==> config.mk <==
export PLATFORM = sky130hd
export DESIGN_NAME = spi_result_bridge
export DESIGN_NICKNAME = d
export VERILOG_FILES = /design/src/rtl/spi_result_pkg.sv /design/src/rtl/result_fifo.sv /design/src/rtl/spi_result_bridge.sv
export SDC_FILE = /design/constraint.sdc
export NUM_CORES = 1
export LEC_CHECK = 0
export CELL_PAD_IN_SITES_DETAIL_PLACEMENT = 1
export CELL_PAD_IN_SITES_GLOBAL_PLACEMENT = 1
export CORE_MARGIN = 3
export CORE_UTILIZATION = 49
export DETAILED_ROUTE_END_ITERATION = 16
export HOLD_SLACK_MARGIN = 0.08
export PLACE_DENSITY_LB_ADDON = 0.3
export SYNTH_ARGS = -nofsm -noshare
export SYNTH_HDL_FRONTEND = slang
export SYNTH_SLANG_ARGS = --single-unit
==> constraint.sdc <==
create_clock -name clk_i -period 6.3 [get_ports clk_i]
set_input_delay 1.89 -clock clk_i [delete_from_list [all_inputs] [get_ports clk_i]]
set_output_delay 1.89 -clock clk_i [all_outputs]
set_load 0.1 [all_outputs]
==> src/rtl/spi_result_pkg.sv <==
// Shared definitions for the SPI result bridge: command bytes, FSM encoding,
// ctrl register bit positions and the READ_STAT reply layout.
package spi_result_pkg;

   localparam logic [7:0] CMD_READ_RESULT = 8'h01;
   localparam logic [7:0] CMD_READ_STAT   = 8'h02;
   localparam logic [7:0] CMD_CLEAR       = 8'h03;
   localparam logic [7:0] CMD_WR_CTRL     = 8'h04;

   localparam int unsigned CTRL_IRQ_EN  = 0;
   localparam int unsigned CTRL_DBG_SEL = 7;

   typedef enum logic [1:0] {
      ST_IDLE   = 2'd0,
      ST_SEND   = 2'd1,
      ST_WRCTRL = 2'd2
   } state_t;

   typedef struct packed {
      logic       overflow;
      logic       full;
      logic       empty;
      logic       rsvd;
      logic [3:0] level;
   } stat_byte_t;

endpackage

==> src/rtl/result_fifo.sv <==
// Synchronous first-word-fall-through FIFO with flush; reads 0 when empty.
// Pointers carry one extra wrap bit to separate full from empty.
module result_fifo #(
   parameter int unsigned WIDTH = 32,
   parameter int unsigned DEPTH = 8
) (
   input  logic                     clk_i,
   input  logic                     rst_n_i,
   input  logic                     push_i,
   input  logic                     pop_i,
   input  logic                     flush_i,
   input  logic [WIDTH-1:0]         wdata_i,
   output logic [WIDTH-1:0]         rdata_o,
   output logic                     full_o,
   output logic                     empty_o,
   output logic [$clog2(DEPTH):0]   level_o
);

   localparam int unsigned AW = $clog2(DEPTH);

   logic [WIDTH-1:0] mem [DEPTH];
   logic [AW:0]      wr_ptr;
   logic [AW:0]      rd_ptr;
   logic             do_push;
   logic             do_pop;

   assign empty_o = (wr_ptr == rd_ptr);
   assign full_o  = (wr_ptr[AW] != rd_ptr[AW]) && (wr_ptr[AW-1:0] == rd_ptr[AW-1:0]);
   assign level_o = wr_ptr - rd_ptr;
   assign rdata_o = empty_o ? '0 : mem[rd_ptr[AW-1:0]];

   // A push into a full FIFO is accepted only when the head leaves the same cycle
   assign do_pop  = pop_i & ~empty_o;
   assign do_push = push_i & (~full_o | do_pop);

   always_ff @(posedge clk_i or negedge rst_n_i) begin
      if (!rst_n_i) begin
         wr_ptr <= '0;
         rd_ptr <= '0;
      end else if (flush_i) begin
         wr_ptr <= '0;
         rd_ptr <= '0;
      end else begin
         if (do_push) wr_ptr <= wr_ptr + (AW+1)'(1);
         if (do_pop)  rd_ptr <= rd_ptr + (AW+1)'(1);
      end
   end

   always_ff @(posedge clk_i) begin
      if (do_push && !flush_i) mem[wr_ptr[AW-1:0]] <= wdata_i;
   end

endmodule

==> src/rtl/spi_result_bridge.sv <==
// Buffers measurement frames in a FIFO and serves them byte-wise to an SPI master.
// Optional SPI_RESULT_TIMESTAMP_EN prepends a 16-bit capture timestamp to each frame.
module spi_result_bridge
   import spi_result_pkg::*;
#(
   parameter int unsigned COUNT_W = 16,
   parameter int unsigned STAT_W  = 16,
   parameter int unsigned DEPTH   = 8
) (
   input  logic               clk_i,
   input  logic               rst_n_i,
   input  logic               meas_done_i,
   input  logic [COUNT_W-1:0] count_i,
   input  logic [STAT_W-1:0]  status_i,
   input  logic               rx_dv_i,
   input  logic [7:0]         rx_byte_i,
   input  logic               spi_cs_n_i,
   output logic               tx_dv_o,
   output logic [7:0]         tx_byte_o,
   output logic               irq_o,
   input  logic [31:0]        dbg_ctrl_i,
   output logic [31:0]        dbg_status_o
);

`ifdef SPI_RESULT_TIMESTAMP_EN
   localparam int unsigned TS_W = 16;
`else
   localparam int unsigned TS_W = 0;
`endif
   localparam int unsigned FRAME_W = TS_W + STAT_W + COUNT_W;
   localparam int unsigned NB      = FRAME_W / 8;
   localparam int unsigned BC_W    = $clog2(NB + 1);
   localparam int unsigned AW      = $clog2(DEPTH);

   state_t             state_q, state_d;
   logic [FRAME_W-1:0] push_frame, head, sr_q;
   logic [BC_W-1:0]    bcnt_q;
   logic [7:0]         ctrl_q;
   logic               ovf_q;
   logic [2:0]         cs_q;
   logic               cs_rise;
   logic               fifo_full, fifo_empty;
   logic [AW:0]        fifo_level;
   stat_byte_t         stat_byte;
   logic               tx_dv_c, pop_c, flush_c, ctrl_we_c, sr_ld_c, sr_sh_c;
   logic [7:0]         tx_byte_c;
   logic [31:0]        dbg_c;
   logic [FRAME_W+31:0]        head_ext;
   logic [STAT_W+COUNT_W+31:0] live_ext;
   logic               unused_bits;

`ifdef SPI_RESULT_TIMESTAMP_EN
   logic [15:0] ts_q;

   always_ff @(posedge clk_i or negedge rst_n_i) begin
      if (!rst_n_i) ts_q <= '0;
      else          ts_q <= ts_q + 16'd1;
   end

   assign push_frame = {ts_q, status_i, count_i};
`else
   assign push_frame = {status_i, count_i};
`endif

   result_fifo #(.WIDTH(FRAME_W), .DEPTH(DEPTH)) u_fifo (
      .clk_i   (clk_i),
      .rst_n_i (rst_n_i),
      .push_i  (meas_done_i),
      .pop_i   (pop_c),
      .flush_i (flush_c),
      .wdata_i (push_frame),
      .rdata_o (head),
      .full_o  (fifo_full),
      .empty_o (fifo_empty),
      .level_o (fifo_level)
   );

   // Two-flop synchroniser plus one history flop; CS deasserting ends any transaction
   always_ff @(posedge clk_i or negedge rst_n_i) begin
      if (!rst_n_i) cs_q <= 3'b111;
      else          cs_q <= {cs_q[1:0], spi_cs_n_i};
   end
   assign cs_rise = cs_q[1] & ~cs_q[2];

   assign stat_byte = '{overflow: ovf_q, full: fifo_full, empty: fifo_empty, rsvd: 1'b0,
                        level: (fifo_level > (AW+1)'(15)) ? 4'hF : 4'(fifo_level)};

   always_ff @(posedge clk_i or negedge rst_n_i) begin
      if (!rst_n_i) state_q <= ST_IDLE;
      else          state_q <= state_d;
   end

   always_comb begin
      state_d = state_q;
      if (cs_rise) begin
         state_d = ST_IDLE;
      end else if (rx_dv_i) begin
         case (state_q)
            ST_IDLE: begin
               if (rx_byte_i == CMD_READ_RESULT)  state_d = ST_SEND;
               else if (rx_byte_i == CMD_WR_CTRL) state_d = ST_WRCTRL;
            end
            ST_SEND:   if (bcnt_q == BC_W'(NB)) state_d = ST_IDLE;
            ST_WRCTRL: state_d = ST_IDLE;
            default:   state_d = ST_IDLE;
         endcase
      end
   end

   always_comb begin
      tx_dv_c   = 1'b0;
      tx_byte_c = 8'h00;
      pop_c     = 1'b0;
      flush_c   = 1'b0;
      ctrl_we_c = 1'b0;
      sr_ld_c   = 1'b0;
      sr_sh_c   = 1'b0;
      if (rx_dv_i && !cs_rise) begin
         case (state_q)
            ST_IDLE: begin
               case (rx_byte_i)
                  CMD_READ_RESULT: begin
                     tx_dv_c   = 1'b1;
                     tx_byte_c = head[FRAME_W-1 -: 8];
                     pop_c     = ~fifo_empty;
                     sr_ld_c   = 1'b1;
                  end
                  CMD_READ_STAT: begin
                     tx_dv_c   = 1'b1;
                     tx_byte_c = stat_byte;
                  end
                  CMD_CLEAR:   flush_c = 1'b1;
                  CMD_WR_CTRL: tx_dv_c = 1'b0;
                  default:     tx_dv_c = 1'b1;
               endcase
            end
            ST_SEND: begin
               if (bcnt_q != BC_W'(NB)) begin
                  tx_dv_c   = 1'b1;
                  tx_byte_c = sr_q[FRAME_W-1 -: 8];
                  sr_sh_c   = 1'b1;
               end
            end
            ST_WRCTRL: ctrl_we_c = 1'b1;
            default:   tx_dv_c   = 1'b0;
         endcase
      end
   end

   assign head_ext = {32'd0, head};
   assign live_ext = {32'd0, status_i, count_i};
   assign dbg_c    = (dbg_ctrl_i[31] | ctrl_q[CTRL_DBG_SEL]) ? head_ext[31:0] : live_ext[31:0];

   // Byte 0 leaves on the command itself, so the shift register holds bytes 1..NB-1
   always_ff @(posedge clk_i or negedge rst_n_i) begin
      if (!rst_n_i) begin
         sr_q         <= '0;
         bcnt_q       <= '0;
         ctrl_q       <= 8'h00;
         ovf_q        <= 1'b0;
         tx_dv_o      <= 1'b0;
         tx_byte_o    <= 8'h00;
         irq_o        <= 1'b0;
         dbg_status_o <= 32'd0;
      end else begin
         tx_dv_o <= tx_dv_c;
         if (tx_dv_c) tx_byte_o <= tx_byte_c;
         if (sr_ld_c) begin
            sr_q   <= head << 8;
            bcnt_q <= BC_W'(1);
         end else if (sr_sh_c) begin
            sr_q   <= sr_q << 8;
            bcnt_q <= bcnt_q + BC_W'(1);
         end
         if (ctrl_we_c) ctrl_q <= rx_byte_i;
         if (flush_c)                                  ovf_q <= 1'b0;
         else if (meas_done_i && fifo_full && !pop_c)  ovf_q <= 1'b1;
         irq_o        <= ctrl_q[CTRL_IRQ_EN] & (~fifo_empty | ovf_q);
         dbg_status_o <= dbg_c;
      end
   end

   assign unused_bits = ^{dbg_ctrl_i[30:0], ctrl_q[6:1], head_ext[FRAME_W+31:32],
                          live_ext[STAT_W+COUNT_W+31:32]};

endmodule

### Word level (Yosys, flattened, before mapping)

Memory sizes are Yosys's and may differ from the RTL's.
Cells that the tools add are included.

| cells by class | value |
|---|---|
| magnitude comparators | 1 |
| muxes and demuxes | 42 |
| bitwise gates (word level) | 10 |
| reductions and logical operators | 16 |
| equal/unequal tests | 13 |
| add/subtract/negate cells | 4 |

Operator list:

| cell | number |
|---|---|
| 2-to-1 mux 32 bit | 4 |
| one-hot mux 8 bit (2 select lines) | 2 |
| 2-to-1 mux 1 bit | 20 |
| 2-to-1 mux 4 bit | 5 |
| == test 8 x 2 -> 1 bit (second input constant) | 2 |
| 2-to-1 mux 8 bit | 2 |
| 2-to-1 mux 2 bit | 5 |
| nonzero test 2 bit | 5 |
| adder 4 x 1 -> 4 bit (second input constant) | 2 |
| == test 8 x 1 -> 1 bit (second input constant) | 1 |
| == test 8 x 3 -> 1 bit (second input constant) | 1 |
| 2-to-1 mux 3 bit | 2 |
| != test 3 bit (second input constant) | 2 |
| logical AND 1 bit | 5 |
| bitwise AND 1 bit | 4 |
| == test 4 bit | 1 |
| > comparator 4 bit (second input constant) | 1 |
| != test 4 bit (second input constant) | 1 |
| one-hot mux 2 bit (2 select lines) | 1 |
| subtractor 4 bit | 1 |
| adder 3 x 1 -> 3 bit (second input constant) | 1 |
| == test 3 bit | 1 |
| == test 3 bit (second input constant) | 1 |
| logical NOT 1 bit | 3 |
| other kinds (9) | 13 |

| storage, ports and cells | value |
|---|---|
| memories kept | 1 |
| input bits | 77 |
| word-level logic and storage cells | 99 |
| register bits | 99 |
| output and inout bits | 42 |
| bits in writable memories | 256 |

Memory list:

| name | depth | width | rd ports | clocked after memory_dff | write ports | line | RTL |
|---|---|---|---|---|---|---|---|
| u_fifo.mem | 8 | 32 | 1 | 0 | 1 | result_fifo.sv:21 | `logic [WIDTH-1:0] mem [DEPTH];` |

### Longest topological paths before layout

| depth | value |
|---|---|
| word-level depth | 11 |
| gate-level depth with buffers | 11 |
| mapped depth without buffers | 8 |

### Hierarchy

From an unflattened synthesis, not the netlist that was laid out.

| second synthesis, totals | value |
|---|---|
| cell total of the unflattened synthesis | 741 |
| area total of the unflattened synthesis | 13709.4 um2 |

Modules (own cells, without submodules):

| module | times used | cells an instance | area an instance (um2) | seq. area each (um2) |
|---|---|---|---|---|
| result_fifo | 1 | 446 | 10193.5 | 7887.6 |
| spi_result_bridge | 1 | 295 | 3515.9 | 1930.6 |

### Least setup slack after synthesis

No wires, ideal clock.

| timing | value |
|---|---|
| path type | input-to-reg |
| start point | input rx_byte_i[7] |
| end point | memory u_fifo.mem[2][0], enable pin |
| stages | 5 |
| data required time | 5787 ps |
| buffers on the path | 0 |
| arrival | 6081 ps |
| setup slack | -294 ps |
| library setup time | 513 ps |
| path through | nor4_4 > nand3_1 > o21ai_0 > nand3b_1 > nor4b_1 |

| on the way | value |
|---|---|
| cells in the longest elaborated chain, start to end | 10 |
| elaborated cells between the ends (all ways) | 15 |
| classes of those cells | 2 x eq/ne; 8 x mux; 3 x bitwise; 2 x reduce/logical |

Ends and longest elaborated chain:

| what | line | RTL |
|---|---|---|
| from (decl) | spi_result_bridge.sv:16 | `input logic [7:0] rx_byte_i,` |
| == test 8 x 1 -> 1 bit | spi_result_bridge.sv:121 | `case (rx_byte_i)` |
| 2-to-1 mux 1 bit | spi_result_bridge.sv:121 |  |
| 2-to-1 mux 1 bit | spi_result_bridge.sv:119 | `case (state_q)` |
| 2-to-1 mux 1 bit | spi_result_bridge.sv:118 | `if (rx_dv_i && !cs_rise) begin` |
| bitwise AND 1 bit | result_fifo.sv:33 | `assign do_pop = pop_i & ~empty_o;` |
| bitwise OR 1 bit | result_fifo.sv:34 | `assign do_push = push_i & (~full_o \| do_pop);` |
| bitwise AND 1 bit | result_fifo.sv:34 |  |
| logical AND 1 bit (*) | result_fifo.sv:50 | `if (do_push && !flush_i) mem[wr_ptr[AW-1:0]] <= wdata_i;` |
| 2-to-1 mux 1 bit (*) | result_fifo.sv:50 |  |
| 2-to-1 mux 1 bit (implied by the code) (*) | result_fifo.sv:50 |  |
| to (decl) | result_fifo.sv:21 |  |

Every way passes the cells marked *; elsewhere a longest branch is shown, timed or not.

### Final worst setup path

| timing | value |
|---|---|
| start point | input rx_dv_i |
| end point | memory u_fifo.mem[6][16], enable pin |

| on the way | value |
|---|---|
| cells in the longest elaborated chain, start to end | 8 |
| elaborated cells between the ends (all ways) | 10 |
| classes of those cells | 4 x mux; 3 x bitwise; 3 x reduce/logical |

Ends and longest elaborated chain:

| what | line | RTL |
|---|---|---|
| from (decl) | spi_result_bridge.sv:15 | `input logic rx_dv_i,` |
| logical AND 1 bit (*) | spi_result_bridge.sv:118 |  |
| 2-to-1 mux 1 bit | spi_result_bridge.sv:118 |  |
| bitwise AND 1 bit | result_fifo.sv:33 |  |
| bitwise OR 1 bit | result_fifo.sv:34 |  |
| bitwise AND 1 bit | result_fifo.sv:34 |  |
| logical AND 1 bit (*) | result_fifo.sv:50 |  |
| 2-to-1 mux 1 bit (*) | result_fifo.sv:50 |  |
| 2-to-1 mux 1 bit (implied by the code) (*) | result_fifo.sv:50 |  |

Marks and branches as above.

==> results.env <==
MAPPEDNETLISTNETS=917
PATH_CLK_SLEW_NS=0.06
WORSTHOLDPATHTYPE='flip-flop to flip-flop'
DESIGN.CORE.AREA_MM2=0.0271
SYN-CELL-AREA_MM2=0.0136
PRE_CTS_SLACK_NS=1.34
REMAINING_DRC_ERRORS=0
MAXIMUM_NUMBER_OF_BUFFERS_FROM_CLOCK_ROOT_TO_SINK=3
CRITICAL_PATH.SLOWEST_CELL='nand3b_1'
FINAL-HOLD-VIOLATION-COUNT=0
WORST_EP_ARRIVAL_TIME_NS=4.67
POSTLAYOUTSETUPSLACKWORST_NS=1.81
FINAL_CELL_MIX='edfxtp_1, nand2_1, clkdlybuf4s50_1, dfrtp_1, mux4_2'
GR-TOTAL-OVERFLOW=0
P_INT_mW=4.48
CRIT_PATH_MAX_FANOUT=17
FILLCELLCOUNT=2445
LARGEST_NET_DEGREE_AT_THE_START_OF_GLOBAL_ROUTING=61
DIODES=0
CLOCK-SINKS=341
POWER_SWITCHING_SHARE_PCT=27.9
SEQ_POWER_SHARE_PCT=46.3
GATE_POWER_SHARE_PCT=16.6
FP.DIEAREA_MM2=0.0298
POST-LAYOUT-TOTAL-POWER_mW=6.22
VIA_COUNT=7768
CP_TOP_FAMILY='simple AND/OR/NAND/NOR gates'
FIRST_GLOBAL_VIAS=8614
SLEW_VIOLATIONS=0
TIMING.CRITICAL_PATH.REQUIRED_NS=6.47
HPWLAFTERDP_UM=20500
DETAILEDROUTE.FIRSTITERATIONVIOLATIONS=695
POSTSYNTHAREAPERCELL_UM2=16.4
YOSYS.CELL_TYPES.COUNT=48
CTS-BUFFERS-INSERTED=36
PERIOD_SHARE_PCT=71.3
DIE_W_UM=173
CELLLEAKAGEPOWER_nW=5.81
CP-END-KIND='flip-flop'
CLOCK_TREE_FROM_TRITONCTS='built'
DRV_CAP=0
OUTCOME='finished clean'
SYNTH-SEQ-AREA-SHARE_PCT=72.1
LAYOUT.NETS=1020
GRT.TOTAL_USAGE_PCT=23.3
TIMING.MAX_SLEW.REL_SLACK_PCT=24.3
PLACEMENT.IO_BUFFERS=87
SYNTH_EDF_COUNT=256
CP_CELL_SEQUENCE='clkdlybuf4s50_1 > inv_1 > nor2_1 > and4_1 > nand3b_1 > nor3_2 > buf_4'
TOTALNEGATIVESETUPSLACK_NS=0
WIRELENGTH_UM=34300
CLK_LATENCY_NS=0.51
CTS-HOLD-FIX-BUFFERS=0
P_PER_AREA_mW_PER_MM2=382
PEAKVDDDROP_mV=0.219
CTS_RESIZED=0
CLOCK_POWER_SHARE_PCT=37.1
AREA_GROWTH_SYN_TO_LAYOUT_PCT=19.7
PIN_COUNT=119
FINALCRITICALPERIOD_NS=4.49
CTS_SETUP_BUFFERS=0
YS_SEQ_ELEMENTS=341
SWITCHINGPOWER_mW=1.74
POST_SYNTH_INST_COUNT=832
RSZ0062_AT_GRT='no'
VIAS_PER_CELL=5.82
DRT-PASS1-ITER-COUNT=5
INITIAL_UTILIZATION_PCT=50.2
ANTENNA_FOUND_INITIAL=0
TIMING.SETUP.CRITICAL_PATH_CLASS='primary input to flip-flop'
CRIT_PATH_BUF_INV_COUNT=3
ROUTEDWLPERCELL_UM=25.7
ROWS=60
YS_ASYNC_RST_SHARE_PCT=24.9
YOSYS_WARNINGS=0
ANTENNA_LEFT=0
FINAL_LAYOUT_SIZE_SUFFIX_GT1_SHARE_PCT=17.0
PLACE_CONGESTION=0.773
REPORT.FINAL.SETUP_VIOL=0
TIGHTEST_SLEW_NS=1.13
DIE_H_UM=173
GLOBAL_ROUTE_WIRE_LENGTH_BEFORE_REPAIR_UM=53000
WORSTSETUPSTARTPOINTTYPE='primary input'
MOSTFREQUENTLAYOUTCELL='edfxtp_1'
SLOWEST_DELAY_NS=0.53
CLOCK_ROOT_BUFFER='clkbuf_16'
CTS_HTREE_LEVELS=2
CLOCK_SKEW_NS=0.0112
SYNTH_TOP_FLOP_CELL='edfxtp_1'
FMAX_GHz=0.223
-- through the flow --
stage / cell area (um2) / std cells / utilization [%] / hold slack [ns]
floorplan: 13600 / 832 / - / 0.345
global placement: 15000 / 1269 / 55.4 / 0.352
detailed placement: 15000 / 1269 / 55.4 / 0.349
CTS: 16300 / 1335 / 60.1 / 0.362
global route: 16300 / 1335 / 60.1 / 0.364
finish: 16300 / 1335 / 60.1 / 0.359
-- cells by family (layout without fill, tap and decap cells) --
logic type,Yosys count,in the layout,synth area share [%]
muxes,116,116,13.6
and+or+nand+nor,220,220,7.37
xor gates and xnor gates,10,10,0.643
buffers and inverters,51,182,1.70
AOI/OAI and AO/OA,86,86,3.76
adders and majority gates,8,8,0.790
DFF,341,341,72.1
-- flip-flops by register name (all words and copies together), names as in the netlist --
name,cells
ovf_q,1
ctrl_q,2
sr_q,24
dbg_status_o,32
irq_o,1
state_q,2
u_fifo.wr_ptr,4
tx_dv_o,1
u_fifo.mem,256
cs_q,3
tx_byte_o,8
bcnt_q,3
u_fifo.rd_ptr,4
-- synthesized netlist by cell type (2+ instances only) --
master | count | share of area, %
nor2_2 | 2 | 0.092
and4_1 | 3 | 0.19
buf_2 | 14 | 0.51
mux2_2 | 13 | 1.1
nor3b_1 | 2 | 0.11
dfstp_2 | 3 | 0.58
o21ai_0 | 44 | 1.6
and2_1 | 3 | 0.14
a21oi_1 | 12 | 0.44
buf_1 | 5 | 0.14
or3_1 | 2 | 0.092
xnor2_1 | 7 | 0.45
nand2b_1 | 2 | 0.092
nor2b_1 | 5 | 0.23
a2bb2oi_1 | 4 | 0.26
buf_4 | 6 | 0.33
nor2_1 | 16 | 0.44
nor4b_1 | 2 | 0.13
nand3b_1 | 3 | 0.17
nand3_1 | 16 | 0.59
a22oi_1 | 18 | 0.99
nand4_1 | 2 | 0.092
or2_2 | 2 | 0.092
edfxtp_1 | 256 | 56
mux2i_1 | 49 | 3.6
dfrtp_1 | 82 | 15
nor3_1 | 7 | 0.26
nand2_1 | 141 | 3.9
o31ai_1 | 3 | 0.17
mux4_2 | 54 | 8.9
ha_1 | 7 | 0.64
nor4_1 | 4 | 0.18
and3_1 | 3 | 0.14
xor2_1 | 3 | 0.19
clkbuf_1 | 18 | 0.50
inv_1 | 7 | 0.19
-- final cells by class --
class | count | area [um2] | share of cell area [%]
Clock buffer | 49 | 992 | 6.09
Clock inverter | 17 | 297 | 1.82
Inverter | 8 | 30.0 | 0.184
Multi-Input combinational cell | 440 | 3640 | 22.3
Sequential cell | 341 | 9820 | 60.3
Tap cell | 372 | 465 | 2.86
Timing Repair Buffer | 108 | 1050 | 6.45
-- worst paths after layout --
kind / from / end / slack, ns / depth (start not counted)
max: rx_dv_i / u_fifo.mem[6][16] / 1.81 / 7
min in group asynchronous: rst_n_i / dbg_status_o[24] / 1.41 / 1
min: cs_q[0] / cs_q[1] / 0.36 / 0
max in group asynchronous: rst_n_i / bcnt_q[2] / 3.80 / 2
min reg2reg: cs_q[0] / cs_q[1] / 0.36 / 0
max reg2reg: u_fifo.rd_ptr[2] / u_fifo.mem[6][16] / 2.15 / 8
-- worst reg2reg max path, cell delays in order, from the launching register on --
cell      delay [ns]
dfrtp_2         0.95
inv_2           0.60
ha_1            0.53
nand3_1         0.18
nor2_1          0.09
o21ai_0         0.09
nand3b_1        0.41
nor3_2          0.52
buf_4           0.43
-- power groups by stage --
stage,Clock [mW],Combinational [mW],Sequential (mW)
after floorplan,0,0.430,3.10
after global placement,0,0.996,2.89
after detailed placement,0,1.02,2.92
after CTS,2.34,1.04,2.88
after global routing,2.44,1.10,2.90
final,2.31,1.03,2.88
-- per-layer routing --
| layer | wire (um) | GRT usage [%] | share of wire, % |
|---|---|---|---|
| met1 | 14300 | 32.0 | 42 |
| met2 | 17500 | 39.3 | 51 |
| met3 | 1830 | 3.91 | 5.3 |
| met4 | 628 | 5.88 | 1.8 |
| met5 | 0 | 0 | 0 |
Note: power is estimated with default switching activity, not from simulation.
